<file path="src/rtl/recarga_cartao.sv">
// Card recharge front-end: accepts coins, credits one of two passenger cards
// through the turnstile controller, and refunds whatever cannot be applied.
module recarga_cartao #(
    parameter int unsigned TIMEOUT   = 15,
    parameter int unsigned SALDO_MAX = 5
) (
    input  logic       clk_2,
    input  logic       reset,
    input  logic       moeda,
    input  logic       sel,
    input  logic       confirma,
    input  logic       cancela,
    input  logic [2:0] saldo1,
    input  logic [2:0] saldo2,
    output logic [1:0] carrega1,
    output logic [1:0] carrega2,
    output logic       troco,
    output logic       rejeita,
    output logic [1:0] credito,
    output logic [1:0] estado
);

    typedef enum logic [1:0] {
        StOcioso  = 2'b00,
        StAcumula = 2'b01,
        StCarrega = 2'b10,
        StDevolve = 2'b11
    } estado_t;

    localparam logic [3:0] TIMEOUT_LIM = 4'(TIMEOUT);
    localparam logic [2:0] SALDO_LIM   = 3'(SALDO_MAX);

    estado_t    st_q;
    logic       moeda_q, confirma_q, cancela_q;
    logic [3:0] ocioso_q;
    logic       alvo_q;

    logic       moeda_ev, confirma_ev, cancela_ev;
    logic [2:0] saldo_alvo;
    logic [2:0] espaco;
    logic [1:0] aplicado;
    logic [3:0] ocioso_nxt;

    assign moeda_ev    = moeda & ~moeda_q;
    assign confirma_ev = confirma & ~confirma_q;
    assign cancela_ev  = cancela & ~cancela_q;
    assign ocioso_nxt  = ocioso_q + 4'd1;
    assign estado      = st_q;

    // Free room on the latched card and the part of the credit that fits into it
    always_comb begin
        saldo_alvo = alvo_q ? saldo2 : saldo1;
        espaco     = (saldo_alvo >= SALDO_LIM) ? 3'd0 : SALDO_LIM - saldo_alvo;
        aplicado   = ({1'b0, credito} <= espaco) ? credito : espaco[1:0];
    end

    // Edge detectors, FSM and all registered outputs
    always_ff @(posedge clk_2) begin
        // Loading the raw inputs during reset too keeps a held-high input from
        // looking like a fresh event once reset drops.
        moeda_q    <= moeda;
        confirma_q <= confirma;
        cancela_q  <= cancela;
        if (reset) begin
            st_q     <= StOcioso;
            credito  <= 2'd0;
            ocioso_q <= 4'd0;
            alvo_q   <= 1'b0;
            carrega1 <= 2'd0;
            carrega2 <= 2'd0;
            troco    <= 1'b0;
            rejeita  <= 1'b0;
        end else begin
            carrega1 <= 2'd0;
            carrega2 <= 2'd0;
            troco    <= 1'b0;
            rejeita  <= 1'b0;
            case (st_q)
                StOcioso: begin
                    if (moeda_ev) begin
                        credito  <= 2'd1;
                        ocioso_q <= 4'd0;
                        st_q     <= StAcumula;
                    end
                end
                StAcumula: begin
                    if (cancela_ev) begin
                        ocioso_q <= 4'd0;
                        st_q     <= StDevolve;
                    end else if (confirma_ev) begin
                        ocioso_q <= 4'd0;
                        alvo_q   <= sel;
                        st_q     <= StCarrega;
                    end else if (moeda_ev) begin
                        ocioso_q <= 4'd0;
                        if (credito < 2'd3) begin
                            credito <= credito + 2'd1;
                        end else begin
                            rejeita <= 1'b1;
                        end
                    end else if (ocioso_nxt == TIMEOUT_LIM) begin
                        ocioso_q <= 4'd0;
                        st_q     <= StDevolve;
                    end else begin
                        ocioso_q <= ocioso_nxt;
                    end
                end
                StCarrega: begin
                    if (alvo_q) begin
                        carrega2 <= aplicado;
                    end else begin
                        carrega1 <= aplicado;
                    end
                    credito <= credito - aplicado;
                    st_q    <= (credito != aplicado) ? StDevolve : StOcioso;
                    if (moeda_ev) begin
                        rejeita <= 1'b1;
                    end
                end
                StDevolve: begin
                    if (moeda_ev) begin
                        rejeita <= 1'b1;
                    end
                    // Zero credit here cannot happen by construction; just leave
                    if (credito == 2'd0) begin
                        st_q <= StOcioso;
                    end else begin
                        troco   <= 1'b1;
                        credito <= credito - 2'd1;
                        if (credito == 2'd1) begin
                            st_q <= StOcioso;
                        end
                    end
                end
                default: st_q <= StOcioso;
            endcase
        end
    end

endmodule

</file>
<file path="config.mk">
export PLATFORM = sky130hd
export DESIGN_NAME = recarga_cartao
export DESIGN_NICKNAME = d
export VERILOG_FILES = /design/src/rtl/recarga_cartao.sv
export SDC_FILE = /design/constraint.sdc
export NUM_CORES = 1
export LEC_CHECK = 0
export CELL_PAD_IN_SITES_DETAIL_PLACEMENT = 1
export CELL_PAD_IN_SITES_GLOBAL_PLACEMENT = 2
export CORE_MARGIN = 5
export CORE_UTILIZATION = 28
export CTS_BUF_LIST = sky130_fd_sc_hd__clkbuf_8
export DETAILED_ROUTE_END_ITERATION = 10
export GPL_TIMING_DRIVEN = 0
export PLACE_DENSITY = 0.86
export SLEW_MARGIN = 20
export SYNTH_ARGS = -nofsm -noshare
export SYNTH_HDL_FRONTEND = slang
export SYNTH_SLANG_ARGS = --single-unit
</file>
<file path="constraint.sdc">
create_clock -name clk_2 -period 4.1 [get_ports clk_2]
set_clock_uncertainty 0.15 [all_clocks]
set_input_delay 0.41 -clock clk_2 [delete_from_list [all_inputs] [get_ports clk_2]]
set_output_delay 0.41 -clock clk_2 [all_outputs]
set_load 0.05 [all_outputs]
</file>
## After elaboration in Yosys (flattened, before gate mapping)

Index checks and enable logic that the tools add are counted.

- Bits in registers: 18
- Bits of input ports: 12
- Logic and storage cells: 86

- Add/sub/neg operators: 5
- Magnitude comparators: 3
- Equality and inequality tests: 15
- Multiplexer cells: 31
- Bitwise operators: 10
- Reduce and logical (&&, ||, !) cells: 11

Operator list:

| kind | count |
|---|---|
| $mux W2 | 14 |
| $mux W4 | 5 |
| $pmux W2 S4 | 2 |
| $ne A2 B2 Y1 const B | 6 |
| $ne A4 B4 Y1 const B | 2 |
| $pmux W4 S2 | 1 |
| $not A1 Y1 | 7 |
| $mux W1 | 6 |
| $mux W3 | 2 |
| $reduce_and A6 Y1 | 1 |
| $reduce_or A3 Y1 | 2 |
| $add A4 B1 Y4 const B | 1 |
| $eq A2 B1 Y1 const B | 2 |
| $eq A2 B2 Y1 const B | 2 |
| $eq A4 B4 Y1 const B | 1 |
| $logic_not A2 Y1 | 2 |
| $reduce_and A4 Y1 | 1 |
| $reduce_or A2 Y1 | 2 |
| $and A1 B1 Y1 | 3 |
| $ge A3 B3 Y1 const B | 1 |
| $le A2 B3 Y1 | 1 |
| $ne A3 B3 Y1 const B | 1 |
| $reduce_and A3 Y1 | 1 |
| $sub A3 B3 Y3 const A | 1 |
| 8 further kinds | 8 |

## Longest topological paths before layout

Gate-level depths: netlist of the first run.

- Word-level depth: 8
- Depth in mapped cells: 18
- Gate-level depth less buffers: 17

## Least setup slack after synthesis of the first run

No wires, ideal clock.

- Path kind: register -> register
- Start: reg alvo_q
- End: reg credito[1]
- Library setup time: 0.071 ns
- Arrival time: 3.847 ns
- Required time: 3.879 ns
- Path slack: 0.032 ns
- Stages on the path, launching flop included: 18
- Cells stage by stage: dfxtp_1 -> buf_6 -> mux2_2 -> ha_1 -> mux4_2 -> or2_2 -> ha_1 -> nor2b_1 -> o21ai_0 -> o21bai_1 -> mux2i_1 -> inv_1 -> ha_1 -> nor4bb_1 -> o211ai_1 -> mux2i_1 -> o31ai_1 -> a21oi_1

- Longest elaborated chain between the ends: 7
- Elaborated cells between the ends (all ways): 8
- Classes of those cells: add/sub: 2; order compare: 2; mux: 4

Ends and longest elaborated chain:

| item | line | RTL |
|---|---|---|
| from (decl) | 36 | `logic alvo_q;` |
| from (signal assigned) | 92 | `alvo_q <= sel;` |
| $mux W3 (*) | 52 | `saldo_alvo = alvo_q ? saldo2 : saldo1;` |
| $sub A3 B3 Y3 / $ge A3 B3 Y1 (equally long branches) | 53 | `espaco = (saldo_alvo >= SALDO_LIM) ? 3'd0 : SALDO_LIM - saldo_alvo;` |
| $mux W3 (*) | 53 |  |
| $le A2 B3 Y1 | 54 | `aplicado = ({1'b0, credito} <= espaco) ? credito : espaco[1:0];` |
| $mux W2 (*) | 54 |  |
| named net aplicado[0] | 41 | `logic [1:0] aplicado;` |
| $sub A2 B2 Y2 (*) | 114 | `credito <= credito - aplicado;` |
| $pmux W2 S4 (*) | 78 | `case (st_q)` |
| to (signal assigned) | 97 | `credito <= credito + 2'd1;` |
| to (signal assigned) | 114 |  |
| to (signal assigned) | 129 | `credito <= credito - 2'd1;` |
| to (decl) | 19 | `output logic [1:0] credito,` |

Mark *: on every way through the listed nets, which the timed path passes. The rest lies on a longest branch.
A chain may end at the register's enable or synchronous reset.

## Final worst setup path of the first run

- Start: in saldo1[1]
- End: reg credito[1]

- Longest elaborated chain between the ends: 7
- Elaborated cells between the ends (all ways): 8
- Classes of those cells: add/sub: 2; order compare: 2; mux: 4

Ends and longest elaborated chain:

| item | line | RTL |
|---|---|---|
| from (decl) | 13 | `input logic [2:0] saldo1,` |
| $mux W3 (*) | 52 |  |
| $sub A3 B3 Y3 / $ge A3 B3 Y1 (equally long branches) | 53 |  |
| $mux W3 (*) | 53 |  |
| $le A2 B3 Y1 | 54 |  |
| $mux W2 (*) | 54 |  |
| named net aplicado[0] | 41 |  |
| $sub A2 B2 Y2 (*) | 114 |  |
| $pmux W2 S4 (*) | 78 |  |

Marked as above.

==> run summary, run 1 <==
TritonCTS created 3 clock buffers. From bottom edge to top edge, the die measures 76.0 um. Setup slack on the critical path of the routed design comes to 0.0902 ns. The core area came out at 4290 um2.

For hold timing, the worst endpoint is ocioso_q[2]. The initial antenna violation count came out at 0. The routed wire length on met2 is 1730 um.

The worst setup path startpoint is saldo1[1]. The number of buffers between clock root and the deepest sink was 2. The launching element type of the critical path was a primary input. Clock-pin slew was measured on the worst setup and hold paths at 0.07 ns.

The critical path data arrival time came out at 4.04 ns. Entering global routing, the biggest net connects 11 pins. The synthesized design contains 18 register bits. On the final layout, the worst hold slack is 0.428 ns. For the total met3 wirelength after detailed routing, the log shows 115 um. The run gives 0 as the number of pins exceeding their max-slew limit in the final report.

The number of sinks on the clock net is 18, and the top cell type's share of synthesized area is 29.5%. After filler insertion, the fill cell instance count of the layout stands at 510. Of the cells placed in the final design, the portion with a size suffix greater than 1 is 18.4%. The tree is rooted in a sky130_fd_sc_hd__clkbuf_8.

The distinct cell type count after synthesis was 44; the number of core rows was 24. Power spread over the standard cell area amounts to 291 nW/um2. The tools report the overflow left after global routing as 0. The uppermost metal layer occupied by signal nets was met4. Across the VDD grid, the largest voltage drop is 0.130 mV. The part of the cycle the worst path needs came out at 97.8%. Leakage power of the design: 0.629 nW.

The clock period minus final worst setup slack works out to 4.01 ns. Routability-driven placement finished with a final weighted congestion of 0.852. The detailed-route vias per instance is 5.26, and the number of enable flip-flop cells after synthesis is 0. In this run the horizontal extent of the chip is 76.0 um. The worst register-to-register path has a depth of 17. The logs give 0 for the number of hold-repair buffers added at the cts stage and 1640 um for the wire length the detailed router placed on met1. The tools report the number of diodes added for antenna fixing as 0.

The detailed-router iteration count before antenna repair was 4; the count of H-tree levels built during CTS was 1. The endpoint identified for the worst register-to-register timing path is credito[1]. The number of DRC violations after detailed routing is 0. In the synthesized netlist the async set-or-reset flop fraction comes to 0%. The critical path is of the in2reg type.

Counting instances, the worst hold path has a depth of 2. By area the synthesized netlist is led by sky130_fd_sc_hd__dfxtp_1, sky130_fd_sc_hd__ha_1, sky130_fd_sc_hd__mux2i_1, sky130_fd_sc_hd__nor2_1, sky130_fd_sc_hd__nor2b_1. Top flip-flop cell by instance count after synthesis: sky130_fd_sc_hd__dfxtp_1.

Based on the critical path, the design can be clocked at up to 249 MHz. The flow ran to the end, and the final reports show no timing, DRC or antenna violations. For this configuration, the core starts out at a cell density of 28.4%. The first global-routing pass estimated 5760 um of wire.

The remaining number of nets flagged by the antenna check after routing came out at 0. The tools report the initial DRC count as 49. The start of the worst register-to-register path was alvo_q.

At the pin with the least slew margin, the transition time is 0.511 ns. The biggest area contributor in the post-synthesis netlist is sky130_fd_sc_hd__dfxtp_1. The hold violation total from the final report is 0.

For this run, the number of Yosys warnings is 0. The logs give 1228 for the via count of the first global-routing pass and 201 for the final-stage net count. Leaving out fill and tap cells, the most frequent cell in the layout is sky130_fd_sc_hd__clkdlybuf4s50_1. The number of instances in the synthesized netlist is 145.

Relative to the synthesized area, the layout overhead comes to 36.2%. The I/O pin count is 22, and the clock network latency to the later pin of the worst-skew pair is 0.25 ns. The maximum fanout along the worst path works out to 5.

The share of the Yosys chip area taken by registers is 29.5%. The total via count in the routed design came out at 1216. In this run the tool buffered the top-level ports with 21 buffer cells. For this run, the total global-route usage over all layers was measured as 11.5%. In the layout the commonest cells are sky130_fd_sc_hd__clkdlybuf4s50_1, sky130_fd_sc_hd__dfxtp_1, sky130_fd_sc_hd__nor2_1. In this design, the stage delay of the slowest critical-path cell is 0.44 ns. Setup violations remaining at the end of the flow were counted as 0. After detailed routing, the total wire length is 3520 um. Required arrival time at the worst endpoint: 4.13 ns.

The tools report the register-to-register setup slack as 0.11 ns. In this run the cell area of the synthesized design comes to 1220 um2. The tools report the half-perimeter wire length after placement as 2600 um.

The worst setup path is captured at a flip-flop. The floorplan step defined a die boundary enclosing 5780 um2. Each instance of the synthesized netlist takes up on average 8.41 um2. The tools report the max capacitance violation total as 0. TritonCTS built the clock tree. The critical path goes through clkdlybuf4s50_1 -> mux2i_2 -> ha_2 -> mux4_2 -> or2_2 -> ha_1 -> nor2b_2 -> o21ai_2 -> o21bai_4 -> mux2i_2 -> inv_1 -> ha_2 -> nor4bb_2 -> o211ai_1 -> mux2i_1 -> o31ai_1 -> a21oi_1. The relative max-transition margin is 65.7%. Prior to clock tree synthesis, the placed netlist has a worst setup slack of -0.912 ns.

In the final routed layout, each cell accounts on average for 15.3 um. The slowest stage of the critical path belongs to the cell sky130_fd_sc_hd__clkdlybuf4s50_1. In this run the worst hold path is classified as reg2reg. The startpoint of the tightest hold check path was ocioso_q[2]. The number of nets in the synthesized netlist is 166.
==> worst max-delay path: cells and delay by family <==
family	cells	cell delay, ns
and+or+nand+nor	3	0.75
adders and majority gates	3	0.72
AOI/OAI and AO/OA	5	0.67
muxes	4	0.97
buffers and inverters	2	0.51
==> metrics by stage <==
stage / cells / instance area, um2 / utilization [%] / power (W) / TNS, ns
2_1_floorplan: 145 / 1220 / - / 0.000273 / 0
3_5_place_dp: 218 / 1500 / 34.8 / 0.000313 / -2.92
3_3_place_gp: 218 / 1500 / 34.8 / 0.000309 / -2.60
5_1_grt: 231 / 1660 / 38.7 / 0.000506 / -0.0972
4_1_cts: 226 / 1600 / 37.3 / 0.000475 / 0
6_report: 231 / 1660 / 38.7 / 0.000483 / 0
==> state kept, by name (all words and copies together) (netlist names) <==
name	count
credito	2
cancela_q	1
rejeita	1
estado	2
ocioso_q	4
moeda_q	1
troco	1
alvo_q	1
carrega2	2
confirma_q	1
carrega1	2
==> cell type report <==
| cell class | count | area, um2 | area share (%) |
|---|---|---|---|
| well taps | 52 | 65.1 | 3.92 |
| repair buffers | 30 | 279 | 16.8 |
| inverters | 9 | 33.8 | 2.03 |
| plain buffers | 4 | 22.5 | 1.36 |
| flip-flops and latches | 18 | 360 | 21.7 |
| clock buffers | 4 | 55.1 | 3.31 |
| multi-input cells | 114 | 846 | 50.9 |
==> Yosys cell counts, drive strengths merged, types with 2 or more instances <==
master / count
a21o: 2
a21oi: 9
a22oi: 2
a31o: 2
and3b: 2
clkbuf: 3
dfxtp: 18
ha: 9
inv: 9
mux2: 2
mux2i: 7
nand2: 9
nand2b: 4
nand3: 5
nor2: 13
nor2b: 7
nor3: 7
nor4: 3
o211ai: 3
o21ai: 4
o31ai: 3
or2: 2
or3: 2
==> logic make-up after synthesis <==
group	Yosys count	share of synthesized area (%)
mux	10	9.44
compound gates	34	19.5
xor+xnor	1	0.718
simple gates	60	27.0
flops	18	29.5
buf+inv	13	4.62
fa+ha+maj	9	9.23
==> routing by layer <==
layer | up-vias | GRT usage (%)
met5 | - | 0
met4 | 0 | 2.67
met2 | 21 | 19.5
met3 | 4 | 1.89
met1 | 591 | 15.0
li1 | 600 | -
==> power breakdown <==
group	internal [W]	total (W)	switching, W
Combinational	0.0000668	0.000147	0.0000803
Sequential	0.000181	0.000189	0.00000783
Clock	0.0000853	0.000147	0.0000617
Total	0.000333	0.000483	0.000150
==> repair_timing <==
item                                   CTS  global route
setup endpoints to repair                4             3
buffers inserted                         4             5
gates resized for setup                  9             4
endpoints found under the hold margin    0             0
pin swaps                                3             3
==> worst max path at each step <==
stage	to	slack [ns]	cells past startpoint
3_3_place_gp	credito[1]	-0.86	17
4_1_cts	credito[1]	0.01	17
3_5_place_dp	credito[1]	-0.91	17
2_1_floorplan	credito[1]	0.03	17
6_report	credito[1]	0.09	17
5_1_grt	credito[1]	-0.1	17
(Power assumes the default switching activity.)
==> inputs of run 2 (changes only) <==
--- a/config.mk
+++ b/config.mk
@@ -12,6 +12,7 @@
 export CTS_BUF_LIST = sky130_fd_sc_hd__clkbuf_8
 export DETAILED_ROUTE_END_ITERATION = 10
 export GPL_TIMING_DRIVEN = 0
+export HOLD_SLACK_MARGIN = 0.15
 export PLACE_DENSITY = 0.86
 export SLEW_MARGIN = 20
 export SYNTH_ARGS = -nofsm -noshare
==> results of run 2 <==
Final layout, timing and power as in run 1 (identical DEF).
